## config.mk

```make
export PLATFORM = sky130hd
export DESIGN_NAME = demux_rr_n
export DESIGN_NICKNAME = d
export VERILOG_FILES = /design/src/rtl/demux_pkg.sv /design/src/rtl/rr_lane_ptr.sv /design/src/rtl/demux_rr_n.sv
export SDC_FILE = /design/constraint.sdc
export NUM_CORES = 1
export LEC_CHECK = 0
export ABC_CLOCK_PERIOD_IN_PS = 1350
export CAP_MARGIN = 5
export CORE_MARGIN = 1
export CORE_UTILIZATION = 42
export CTS_BUF_LIST = sky130_fd_sc_hd__clkbuf_4 sky130_fd_sc_hd__clkbuf_8
export DETAILED_ROUTE_END_ITERATION = 10
export PLACE_DENSITY = 0.81
export SLEW_MARGIN = 20
export SYNTH_ARGS = -nofsm -noshare
export SYNTH_HDL_FRONTEND = slang
export SYNTH_HIERARCHICAL = 1
export SYNTH_SLANG_ARGS = --single-unit
```

## constraint.sdc

```tcl
create_clock -name clk_2f -period 1.35 [get_ports clk_2f]
set_input_delay 0.27 -clock clk_2f [delete_from_list [all_inputs] [get_ports clk_2f]]
set_output_delay 0.27 -clock clk_2f [all_outputs]
set_load 0.1 [all_outputs]
```

## src/rtl/demux_pkg.sv

```systemverilog
// Shared constants and width helpers for the round-robin demux
// and its matching lane-pointer users (mux / unstriper).
package demux_pkg;

    localparam logic MODE_BURST = 1'b0;
    localparam logic MODE_WORD  = 1'b1;

    // Lane-pointer width: never narrower than one bit.
    function automatic int sel_w(input int n);
        return (n <= 2) ? 1 : $clog2(n);
    endfunction

    // Burst word counter width; MAX_BURST=0 still needs a legal vector.
    function automatic int cnt_w(input int m);
        return (m < 1) ? 1 : $clog2(m + 1);
    endfunction

endpackage

```

## src/rtl/rr_lane_ptr.sv

```systemverilog
// Modulo-N wrap counter used as a round-robin lane pointer.
// N need not be a power of two.
module rr_lane_ptr
    import demux_pkg::*;
#(
    parameter int N = 4,
    parameter int W = sel_w(N)
) (
    input  logic         clk_2f,
    input  logic         reset,
    input  logic         adv,
    output logic [W-1:0] ptr
);

    always_ff @(posedge clk_2f or posedge reset) begin
        if (reset) begin
            ptr <= '0;
        end else if (adv) begin
            ptr <= (ptr == W'(N - 1)) ? '0 : ptr + 1'b1;
        end
    end

endmodule

```

## src/rtl/demux_rr_n.sv

```systemverilog
// 1:N valid-qualified demux with round-robin lane steering,
// burst/word modes and a forced split after MAX_BURST words.
module demux_rr_n
    import demux_pkg::*;
#(
    parameter  int DATA_W    = 8,
    parameter  int N_CH      = 4,
    parameter  int MAX_BURST = 16,
    localparam int SEL_W     = sel_w(N_CH)
) (
    input  logic                   clk_2f,
    input  logic                   reset,
    input  logic                   valid_in,
    input  logic [DATA_W-1:0]      data_in,
    input  logic                   mode_word,
    output logic [N_CH*DATA_W-1:0] data_out,
    output logic [N_CH-1:0]        valid_out,
    output logic [SEL_W-1:0]       lane_idx,
    output logic                   burst_split
);

    localparam int CNT_W = cnt_w(MAX_BURST);

    logic             mode_q;
    logic             in_burst;
    logic             in_burst_nxt;
    logic [CNT_W-1:0] cnt;
    logic [CNT_W-1:0] cnt_nxt;
    logic             adv;
    logic             split_nxt;

    rr_lane_ptr #(
        .N (N_CH),
        .W (SEL_W)
    ) u_ptr (
        .clk_2f (clk_2f),
        .reset  (reset),
        .adv    (adv),
        .ptr    (lane_idx)
    );

    always_comb begin
        adv          = 1'b0;
        split_nxt    = 1'b0;
        in_burst_nxt = in_burst;
        cnt_nxt      = cnt;
        if (valid_in) begin
            if (mode_q == MODE_WORD) begin
                adv          = 1'b1;
                in_burst_nxt = 1'b0;
                cnt_nxt      = '0;
            end else if (MAX_BURST > 0 &&
                         cnt == CNT_W'(MAX_BURST - 1)) begin
                // Split consumes the burst end: no second advance on idle.
                adv          = 1'b1;
                split_nxt    = 1'b1;
                in_burst_nxt = 1'b0;
                cnt_nxt      = '0;
            end else begin
                in_burst_nxt = 1'b1;
                cnt_nxt      = (MAX_BURST > 0) ? cnt + 1'b1 : '0;
            end
        end else begin
            adv          = in_burst;
            in_burst_nxt = 1'b0;
            cnt_nxt      = '0;
        end
    end

    always_ff @(posedge clk_2f or posedge reset) begin
        if (reset) begin
            mode_q   <= MODE_BURST;
            in_burst <= 1'b0;
            cnt      <= '0;
        end else begin
            in_burst <= in_burst_nxt;
            cnt      <= cnt_nxt;
            if (!valid_in) begin
                mode_q <= mode_word;
            end
        end
    end

    always_ff @(posedge clk_2f or posedge reset) begin
        if (reset) begin
            data_out    <= '0;
            valid_out   <= '0;
            burst_split <= 1'b0;
        end else begin
            burst_split <= split_nxt;
            for (int k = 0; k < N_CH; k++) begin
                if (valid_in && lane_idx == SEL_W'(k)) begin
                    data_out[k*DATA_W +: DATA_W] <= data_in;
                    valid_out[k]                 <= 1'b1;
                end else begin
                    data_out[k*DATA_W +: DATA_W] <= '0;
                    valid_out[k]                 <= 1'b0;
                end
            end
        end
    end

endmodule

```

[Word level (Yosys, flattened, before mapping)]
Index checks and enable logic that the tools add are counted.
Word-level totals
  register bits after elaboration: 46
  input port bits: 12
  output and inout bits: 39
  word-level logic and storage cells: 38
Operators by class
  add/sub/neg operators: 2
  equal/unequal tests: 4
  mux-type cells: 20
  reduce and logical (&&, ||, !) cells: 5
Operators with widths (count)
  $mux 8: 4
  $mux 5: 3
  $mux 1: 12
  $add 5x1->5 const B: 1
  $eq 5x4->1 const B: 1
  $eq 2x2->1 const B: 2
  $logic_and 1x1->1: 4
  $add 2x1->2 const B: 1
  $eq 2x1->1 const B: 1
  $logic_not 2->1: 1
  $mux 2: 1

[Depth between registers and ports, before layout]
  depth after elaboration: 4
  mapped depth: 5
  gate-level depth less buffers: 5

[Cells and area by module]
Netlist, hierarchy kept.
By module, submodules not included
  demux_rr_n: instances 1, cells an instance 101, area an instance 1483.9 um^2, sequential area each 1101.1 um^2
  rr_lane_ptr: instances 1, cells an instance 7, area an instance 92.6 um^2, sequential area each 50.0 um^2

[Worst setup path after synthesis]
OpenSTA, ideal clock, no wires.
  path type: register to register
  start point: reg u_ptr.ptr[0]
  end point: reg u_ptr.ptr[1]
  library setup time: 0.126 ns
  arrival: 1.685 ns
  required time: 1.224 ns
  setup slack: -0.461 ns
  cell stages (with the launch flop): 3
  buffers on the path: 0
  clock period less this slack: 1.811 ns
  path through: dfrtp_1 > ha_1 > mux2_2
On the way
  cells in the longest elaborated chain, start to end: 2
  elaborated cells on any way between the ends: 3
  classes of those cells: add/sub: 1; eq/ne: 1; mux: 1
Ends and longest elaborated chain
  start: declaration: RTL line rr_lane_ptr.sv:12  | output logic [W-1:0] ptr
  start signal: assignment: RTL line rr_lane_ptr.sv:19  | ptr <= (ptr == W'(N - 1)) ? '0 : ptr + 1'b1;
  $add 2x1->2 or $eq 2x2->1 (tied branches): RTL line rr_lane_ptr.sv:19
  $mux 2 *: RTL line rr_lane_ptr.sv:19
Mark *: on every way between the ends. The rest lies on a longest branch, timed or not.
A chain may end at the register's enable or synchronous reset.

[Worst setup path in the final report]
  start point: reg cnt[0]
  end point: reg u_ptr.ptr[1]
On the way
  cells in the longest elaborated chain, start to end: 4
Ends and longest elaborated chain
  start: declaration: RTL line demux_rr_n.sv:27  | logic [CNT_W-1:0] cnt;
  start signal: assignment: RTL line demux_rr_n.sv:77  | cnt <= cnt_nxt;
  $eq 5x4->1: RTL line demux_rr_n.sv:53  | cnt == CNT_W'(MAX_BURST - 1)) begin
  $mux 1: RTL line demux_rr_n.sv:52  | end else if (MAX_BURST > 0 &&
  $mux 1: RTL line demux_rr_n.sv:48  | if (mode_q == MODE_WORD) begin
  $mux 1: RTL line demux_rr_n.sv:47  | if (valid_in) begin
  net adv: RTL line demux_rr_n.sv:29  | logic adv;
The timed path passes the listed nets, and every way through them passes these cells.

==> summary by stage <==
Timing
Setup repair after global routing could not meet its margin everywhere. The measured slew at the worst slew-check pin is between 0.3 and 0.4 ns. In this run the tightest slew margin relative to its limit is 0.7660. Setup slack on the critical path of the routed design comes to -0.07256 ns. Of the available clock period, the critical path in the final layout requires 1.054.

Clock skew on the completed layout was measured at ~0.0075 ns. For this run, the top clock speed supported by timing is about 700 MHz. Adding up every negative setup slack in the final design gives -0.1443 ns. The count of final hold-check violations is 0.

The total count of max-transition violations in the final report was 0. Setup violations remaining at the end of the flow were counted as 2. The smallest clock period supported by the final layout is computed as around 1.4 ns.

Global routing
The met3 global-route usage is 0.06884. The number of antenna violations at the first check in global routing was 0. The met2 routing resource usage after global routing is 0.3737. The maximum number of pins on one net before global-route repair is 45. The first global-routing pass estimated between 5 and 6 mm of wire. met2 is the most crowded layer. In the global route stage, met1 resource usage came out at 0.2110. The overall routing resource usage is 0.2071. The leftover overflow at the end of global routing is 0.

The via count of the first global-routing pass is ~1100.

Synth
Of the total synthesized cell area, the portion taken by AND, OR, NAND and NOR gates is 0.1992. The share of the synthesized area in compound gates (AO/OA/AOI/OAI) is 0.01032. The post-synthesis share of cell area spent on full adders, half adders and majority gates is 0.01587. Ranked by total cell area, the synthesized netlist is headed by sky130_fd_sc_hd__dfrtp_1, sky130_fd_sc_hd__and2_1, sky130_fd_sc_hd__mux2_2, sky130_fd_sc_hd__ha_1, sky130_fd_sc_hd__nor2_4. Of the post-synthesis cell area, the dominant cell type holds 0.7302.

The cell type with the highest aggregate area in the netlist is sky130_fd_sc_hd__dfrtp_1. The number of nets in the synthesized netlist is between 100 and 150. Synthesis inferred 46 register bits. The number of unique standard cell types used by synthesis is 19. The number of standard cells after synthesis is 108. The largest family of logic cells by synthesized area is simple AND/OR/NAND/NOR gates. Of the post-synthesis cell area, the part taken by muxes is 0.02143.

The Yosys step of the flow raised 6 warnings. The share of the Yosys chip area taken by registers is 0.7302. The mapped netlist covers ~1600 um2. In this run the mean area of a mapped cell was ~15 um2.

The share of the synthesized netlist area taken by xor and xnor gates is 0.01111.

Run status
The final reports fail on setup timing. The run finished, with violations left.

Layout
Once layout is complete, the utilization of the core stands at 0.7987. With fillers left out, the area of the finished cells amounts to between 2000 and 3000 um2. The count of placed standard cells in the final layout, fillers left out is roughly 230. The number of antenna diodes in the final layout is 0. The number of nets in the layout is 192. The leading cell type in the layout, fill and taps excluded is sky130_fd_sc_hd__dfrtp_1. The layout overhead on the synthesized area is 75.71%.

The top cell types in the final layout, fill and taps aside, are sky130_fd_sc_hd__dfrtp_1, sky130_fd_sc_hd__buf_12, sky130_fd_sc_hd__and2_1. Of the cells placed in the final design, the portion with a size suffix greater than 1 is 0.4134.

Die
In this run the vertical extent of the chip is ~63 um. The die covers roughly 4000 um2. In this run the horizontal extent of the chip is around 63 um.

The I/O pin count is about 50. The count of standard-cell rows is 21. The initial utilization of the core area, before any placement, comes to 0.4545. The placeable core region is about 3500 um2.

Critical path
Among all stages on the critical path, the largest delay is contributed by sky130_fd_sc_hd__dfrtp_1. The data arrival time at the worst-slack endpoint is 1.60 ns. The signal on the critical path passes through ha_2 -> nand3_2 -> o21ai_2 -> o21a_1 -> mux2_2.

The required time at the endpoint of the critical path is ~1.5 ns. The endpoint type of the worst setup path is a flop. STA classifies the critical path startpoint as a flop.

The largest stage delay on the critical path is between 0.3 and 0.4 ns. In this run the worst path has a maximum fanout of 2. The worst setup path is of the flop to flop kind.

Placed design
In this run the tool buffered the top-level ports with 50 buffer cells. After legalization and detailed placement, the total HPWL measured 2.690 mm. The congestion estimate from routability-driven global placement came to slightly above 0.7. Prior to clock tree synthesis, the placed netlist has a worst setup slack of -0.2437 ns. After detailed placement, the total cell area comes to between 2000 and 3000 um2. Including well taps, the total number of placed cells is roughly 210.

Drt
Once detail routing completed, the nets flagged for antenna violations numbered 0. The detailed router finished its first iteration with 14 violations. After detailed routing, the number of vias per cell comes to ~4.6. After detailed routing, the number of remaining DRC violations is 0. The total routed wirelength is roughly 3.6 mm.

The detailed-route via count is 1035. The number of optimization iterations in the first detailed-route pass is 2. Dividing the detail-routed wire length by the instance count gives about 16 um.

Power
The worst IR drop on VDD is approximately 0.0016 V. The cell leakage power is between 1 and 1.5 nW. For this design the ratio of total power to cell area is 2073 nW/um2.

Hold path
The path class of the tightest hold or removal check is input port to asynchronous set/reset pin.

Clock network
The TritonCTS buffer count is 5. Clock-pin slew was measured on the worst setup and hold paths at approximately 0.070 ns. The number of clock sinks is 46. The clock tree from TritonCTS is done. The number of levels the H-tree was split into is 2. The worst-case clock buffer depth is 2. The number of hold buffers added after cts is 0. Clock tree synthesis selected as its root buffer the cell sky130_fd_sc_hd__clkbuf_8. At the later pin of the worst-skew pair, clock insertion delay measures 0.30 ns.

Job
The number of max-capacitance violations reported is 0.
## per-stage QoR
stage | hold WS (ns) | power (mW)
3_5_place_dp | 0.4705 | 4.691
4_1_cts | 0.1504 | 5.746
3_3_place_gp | 0.4594 | 4.620
6_report | 0.1503 | 5.743
2_1_floorplan | 0.01125 | 3.484
5_1_grt | 0.1733 | 5.938
## final cells by class
type                    instances  area (um2)
clock buffers                   7       83.83
clock inverters                 1       30.03
fillers                       182       698.2
inverters                       3       11.26
multi-input cells              58       416.7
flip-flops and latches         46        1159
well taps                      46       57.56
repair buffers                 64        1012
## kinds of logic (layout without fill, tap and decap cells)
group	Yosys count	in the layout
DFF	46	46
xor gates and xnor gates	2	2
adders and majority gates	2	2
buffers and inverters	4	75
muxes	3	3
AOI/OAI and AO/OA	2	2
and+or+nand+nor	49	49
## repair_timing
item	CTS	global route
buffers inserted	2	2
resized for setup	1	1
endpoints found under the setup margin	3	3
## cell usage after synthesis
library cell and number:
sky130_fd_sc_hd__buf_4 1, sky130_fd_sc_hd__inv_1 3, sky130_fd_sc_hd__and3_1 2, sky130_fd_sc_hd__o21ai_2 1, sky130_fd_sc_hd__nor3_1 1, sky130_fd_sc_hd__nor3b_4 1
sky130_fd_sc_hd__nand2_1 2, sky130_fd_sc_hd__nand3_1 2, sky130_fd_sc_hd__mux2_2 3, sky130_fd_sc_hd__and2b_2 1, sky130_fd_sc_hd__or2b_1 1, sky130_fd_sc_hd__xnor2_1 1
sky130_fd_sc_hd__o21a_1 1, sky130_fd_sc_hd__xor2_1 1, sky130_fd_sc_hd__nor2_4 2, sky130_fd_sc_hd__ha_1 2, sky130_fd_sc_hd__and2_1 33, sky130_fd_sc_hd__dfrtp_1 46
sky130_fd_sc_hd__nor2_1 4
## sequential cells by signal, indices dropped and copies added (netlist names)
| signal | count |
|---|---|
| mode_q | 1 |
| u_ptr/ptr | 2 |
| in_burst | 1 |
| valid_out | 4 |
| burst_split | 1 |
| cnt | 5 |
| data_out | 32 |
## where the power goes
part | internal [mW] | switching (mW) | total [mW]
Sequential | 1.60 | 0.218 | 1.82
Clock | 0.594 | 0.424 | 1.02
Combinational | 1.05 | 1.86 | 2.90
Total | 3.24 | 2.50 | 5.74
## layer usage
metal	wire length (um)	vias to the layer above	part of all wire
li1	-	475	-
met1	1264	514	0.35
met2	2096	36	0.58
met3	138	10	0.038
met4	114	0	0.032
met5	0	-	0
## worst max-delay path, delay by kind of cell, from the launching register on
family                   cells  cell delay [ns]
AND/OR/NAND/NOR              1             0.09
AO/OA/AOI/OAI                2             0.33
adder cells (fa/ha/maj)      1             0.20
flip-flops                   1             0.37
multiplexers                 1             0.33
## path summary, 6_finish.rpt
check	endpoint	cells past startpoint	slack (ns)	start
worst max-delay path	u_ptr/ptr[1]	5	-0.07	cnt[0]
worst min-delay path	u_ptr/ptr[0]	2	0.15	reset
worst max register to register	u_ptr/ptr[1]	5	-0.07	cnt[0]
worst min register to register	burst_split	1	0.49	cnt[4]
max in group asynchronous	cnt[4]	3	0.80	reset
min in group clk_2f	burst_split	1	0.49	cnt[4]
Power figures use the tool's default switching activity.
==> patch 1: new RTL, same settings <==
Add an input register stage for `valid_in`, `data_in` and `mode_word`, without a reset; this delays them by one clock.
--- a/src/rtl/demux_rr_n.sv
+++ b/src/rtl/demux_rr_n.sv
@@ -20,6 +20,16 @@
 );
 
     localparam int CNT_W = cnt_w(MAX_BURST);
+
+    logic valid_q;
+    logic [DATA_W-1:0] data_q;
+    logic mode_word_q;
+
+    always_ff @(posedge clk_2f) begin
+        valid_q     <= valid_in;
+        data_q      <= data_in;
+        mode_word_q <= mode_word;
+    end
 
     logic             mode_q;
     logic             in_burst;
@@ -44,7 +54,7 @@
         split_nxt    = 1'b0;
         in_burst_nxt = in_burst;
         cnt_nxt      = cnt;
-        if (valid_in) begin
+        if (valid_q) begin
             if (mode_q == MODE_WORD) begin
                 adv          = 1'b1;
                 in_burst_nxt = 1'b0;
@@ -75,8 +85,8 @@
         end else begin
             in_burst <= in_burst_nxt;
             cnt      <= cnt_nxt;
-            if (!valid_in) begin
-                mode_q <= mode_word;
+            if (!valid_q) begin
+                mode_q <= mode_word_q;
             end
         end
     end
@@ -89,8 +99,8 @@
         end else begin
             burst_split <= split_nxt;
             for (int k = 0; k < N_CH; k++) begin
-                if (valid_in && lane_idx == SEL_W'(k)) begin
-                    data_out[k*DATA_W +: DATA_W] <= data_in;
+                if (valid_q && lane_idx == SEL_W'(k)) begin
+                    data_out[k*DATA_W +: DATA_W] <= data_q;
                     valid_out[k]                 <= 1'b1;
                 end else begin
                     data_out[k*DATA_W +: DATA_W] <= '0;
Function: changed (Yosys sat finds a counterexample within 4 cycles, from zero or initial values and one cycle with reset high).
==> patch 1 against the original RTL <==
The flow still finishes with violations (negative setup slack); utilization is 7.3 points lower; final area is 5.6% higher; maximum frequency shrank 1.8%; die area rose by 12%; sequential power increased by 20%; sequential cell count up 10; routed wire length decreased by 6.2%; total power grew 1.4%; worst setup slack got worse by 26 ps; synthesized area is 13% higher; clock power is 9% lower; critical path type unchanged; critical endpoint is now u_ptr/ptr[0]; largest cell class unchanged; largest power group unchanged.
==> patch 1: results (changes against the original RTL) <==
metric,value,unit,change
status,"finished, violations left",,
violations,negative setup slack,,
grt_max_degree,45,,unchanged
reg_top3,"data_out: 32 flops, data_q: 8 flops, cnt: 5 flops",,
hold_viol,0,,unchanged
grt_usage,17.1,%,-3.6 points
synthArstFlopShare,82.1,%,-18 points
drt-pass1-iter-count,4,,+2
place_inst,223,,+4.7%
arrival,1640,ps,+40 ps
drtIter0Drc,24,,+10
dpl_cell_area,2800,µm²,+6.7%
grt_pass1_vias,1077,,-6.0%
slowest_stage,dfrtp_1,,
skew,5.85,ps,-1.69 ps
drive_gt1_share,37.0,%,-4.4 points
cts.repair.resized,0,,-1
routed_via_density,4.49,,-2.4%
synth_cells,118,,+9.3%
ys_seq_area_share,76.1,%,+3.0 points
maxUsedRoutingLayer,met4,,
synth_commonest_cells,"dfrtp_1 (46), and2_1 (33), dfxtp_1 (10)",,
fin_setup_tns,-182,ps,-37.4 ps
p_switching,2.52,mW,+0.70%
antenna_found_initial,0,,unchanged
hpwl,2.52,mm,-6.3%
ir_drop,1.38,mV,-11%
cts_max_level,2,,unchanged
dp_slack,-84.6,ps,+159 ps
cts_setup_buffers,2,,unchanged
clockBufferDepth,2,,unchanged
p_leak,1.36,nW,+3.6%
port_buffers,50,,unchanged
synth.net_count,132,,+8.2%
cts_made_buffers,5,,unchanged
grt_overflow,0,,unchanged
use_met3,4.97,%,-1.9 points
regMostFlops,data_out,,
synthFlopType,dfrtp_1,,
grt.met2_usage,31.3,%,-6.1 points
crit_path_max_incr_delay,410,ps,+40 ps
setup_viol,2,,unchanged
fin_nets,197,,+2.6%
root_buffer,clkbuf_8,,
place.gp.congestion,0.671,,-7.7%
max_slew_margin,75.3,%,-1.3 points
ys_types,20,,+1
grt.met1_usage,17.1,%,-4.0 points
fin_cells,234,,+4.0%
wl_per_cell,14.5,µm,-9.8%
clk_pin_slew,90,ps,+20 ps
synth_area_leaders,"dfrtp_1 (65%), and2_1 (12%), dfxtp_1 (11%), mux2_2 (1.9%), ha_1 (1.4%)",,
crit_path_max_fanout,2,,unchanged
met1_length,1.17,mm,-7.7%
grt_first_pass_wirelength,5.15,mm,-13%
route.met3.wl,119,µm,-14%
setup_ws,-98.7,ps,-26.1 ps
wl_met2,2.01,mm,-3.9%
-- patch 1: cell types whose count changed after synthesis --
cell     unedited run  this run
dfxtp_1             0        10
-- patch 1: final timing paths --
check	end	slack [ps]	cells past startpoint
setup / recovery	u_ptr/ptr[0]	-100	5
min in group clk_2f	mode_word_q	400	1
hold / removal	u_ptr/ptr[1]	150	2
max in group asynchronous	data_out[13]	800	3
hold reg to reg	mode_q	480	1
setup reg to reg	u_ptr/ptr[0]	-100	5
-- patch 1: cell families (layout without fill, tap and decap cells) --
| kind of cell | Yosys count | in the layout | synth area share [%] |
|---|---|---|---|
| AOI/OAI and AO/OA | 2 | 2 | 0.916 |
| xor gates and xnor gates | 2 | 2 | 0.986 |
| adders and majority gates | 2 | 2 | 1.41 |
| buffers and inverters | 4 | 70 | 1.06 |
| DFF | 56 | 56 | 76.1 |
| muxes | 3 | 3 | 1.90 |
| and+or+nand+nor | 49 | 49 | 17.7 |
-- patch 1: final cells by class --
cell class / count / area [µm²]
multi-input cells: 58 / 424
clock buffers: 7 / 90.1
flip-flops and latches: 56 / 1360
well taps: 50 / 62.6
repair buffers: 59 / 971
inverters: 3 / 11.3
clock inverters: 1 / 7.51
fillers: 264 / 1100
-- patch 1: power by group through the flow --
stage / clock network (mW) / registers [mW] / logic [mW]
6_report: 0.927 / 2.18 / 2.72
4_1_cts: 0.954 / 2.18 / 2.74
3_3_place_gp: 0 / 2.19 / 2.69
2_1_floorplan: 0 / 3.53 / 0.277
5_1_grt: 1.01 / 2.21 / 2.80
3_5_place_dp: 0 / 2.21 / 2.73
-- patch 1: worst reg2reg max path: stages, from the launching register on --
cell	delay, ps
dfrtp_1	410
ha_4	160
nand3_2	90
o21ai_2	140
o21a_1	190
mux2_2	350
==> patch 2: new RTL, same flow settings <==
Without the edit above. `DATA_W`: 8 -> 6.
--- a/src/rtl/demux_rr_n.sv
+++ b/src/rtl/demux_rr_n.sv
@@ -3,7 +3,7 @@
 module demux_rr_n
     import demux_pkg::*;
 #(
-    parameter  int DATA_W    = 8,
+    parameter  int DATA_W    = 6,
     parameter  int N_CH      = 4,
     parameter  int MAX_BURST = 16,
     localparam int SEL_W     = sel_w(N_CH)
Ports: changed (resized data_in and data_out); port bits go from 51 to 41. No check against the original RTL was run, so the function may have changed too.
==> patch 2 against the original RTL <==
The flow finishes with violations (design-rule violations, negative setup slack); global-route usage down 0.96 points; clock power shrank 38%; critical path type unchanged; non-clock buffer count is 7 lower; combinational power down 15%; clock skew rose by 1.7 ps; sequential cell count decreased by 8; total power down 20%; synthesized cell count is 15% lower; die area shrank 16%; largest cell class unchanged; final area fell by 17%; routed wire length decreased by 20%; synthesized area decreased by 17%; worst setup slack worse by 26 ps.
==> patch 2: results (changes against the original RTL) <==
metric,value,unit,change
status,"finished, violations left",,
setup_ws,-98.7,ps,-26.1 ps
grt.met2_usage,35.8,%,-1.6 points
setup_viol,2,,unchanged
synth_cells,92,,-15%
fin_setup_tns,-189,ps,-45.2 ps
clk_pin_slew,110,ps,+40 ps
synth_commonest_cells,"dfrtp_1 (38), and2_1 (25), nor2_1 (4)",,
synth_area_leaders,"dfrtp_1 (72%), and2_1 (12%), mux2_2 (2.6%), ha_1 (1.9%), nor3b_4 (1.4%)",,
wl_per_cell,15.5,µm,-3.5%
root_buffer,clkbuf_4,,
p_leak,1.11,nW,-16%
hpwl,2.18,mm,-19%
synth.net_count,104,,-15%
arrival,1690,ps,+90 ps
place.gp.congestion,0.780,,+7.3%
fill_cells,160,,-12%
grt_usage,19.7,%,-0.96 points
violations,"design-rule violations, negative setup slack",,
vias,898,,-13%
ys_seq_area_share,72.4,%,-0.57 points
clk_latency,340,ps,+40 ps
dp_slack,-255,ps,-10.9 ps
skew,9.23,ps,+1.69 ps
drc,4,,+4
use_met3,4.91,%,-2.0 points
## patch 2: worst max-delay path, cell delays in order, from the launching register on
cell	delay, ps
dfrtp_1	370
ha_2	190
nand3_2	90
o21ai_2	180
o21a_1	200
mux2_4	310
## patch 2: worst max path at each step
stage                   from           end  slack, ps  cells after the start
floorplan             cnt[0]  u_ptr/ptr[0]        -50                      5
global placement    valid_in  u_ptr/ptr[1]       -220                      5
detailed placement  valid_in  u_ptr/ptr[1]       -250                      5
CTS                   cnt[0]  u_ptr/ptr[0]        -80                      5
global route          cnt[1]  u_ptr/ptr[1]       -170                      5
finish                cnt[0]  u_ptr/ptr[1]       -100                      5
## patch 2: cell type report
type / instances / area, µm² / area share, %
Sequential cell: 38 / 958 / 41.9
Timing Repair Buffer: 57 / 851 / 37.2
Multi-Input combinational cell: 50 / 365 / 16.0
Clock buffer: 7 / 58.8 / 2.57
Tap cell: 31 / 38.8 / 1.69
Inverter: 3 / 11.3 / 0.492
Clock inverter: 1 / 5.00 / 0.219
## patch 2: power by group
part	total, mW	switching, mW	internal [mW]
logic	2.47	1.55	0.917
registers	1.49	0.161	1.33
clock network	0.630	0.357	0.273
total	4.59	2.07	2.52
## patch 2: logic make-up after synthesis
family                     count (synthesis)  synth area share (%)
and+or+nand+nor                           41                  19.3
DFF                                       38                  72.4
buffers and inverters                      4                  1.24
muxes                                      3                  2.57
AOI/OAI and AO/OA                          2                  1.24
xor gates and xnor gates                   2                  1.33
adders and majority gates                  2                  1.91
## patch 2: what timing repair did
action                                  in CTS  in global routing
pin swaps                                    0                  1
endpoints found under the setup margin       4                  3
buffers inserted                             4                  2
resized for setup                            0                  3
## patch 2: per-layer routing
layer  share of wire, %  wire length [µm]
met1                 35              1020
met2                 58              1680
met3                4.5               131
met4                2.3                66
met5                  0                 0
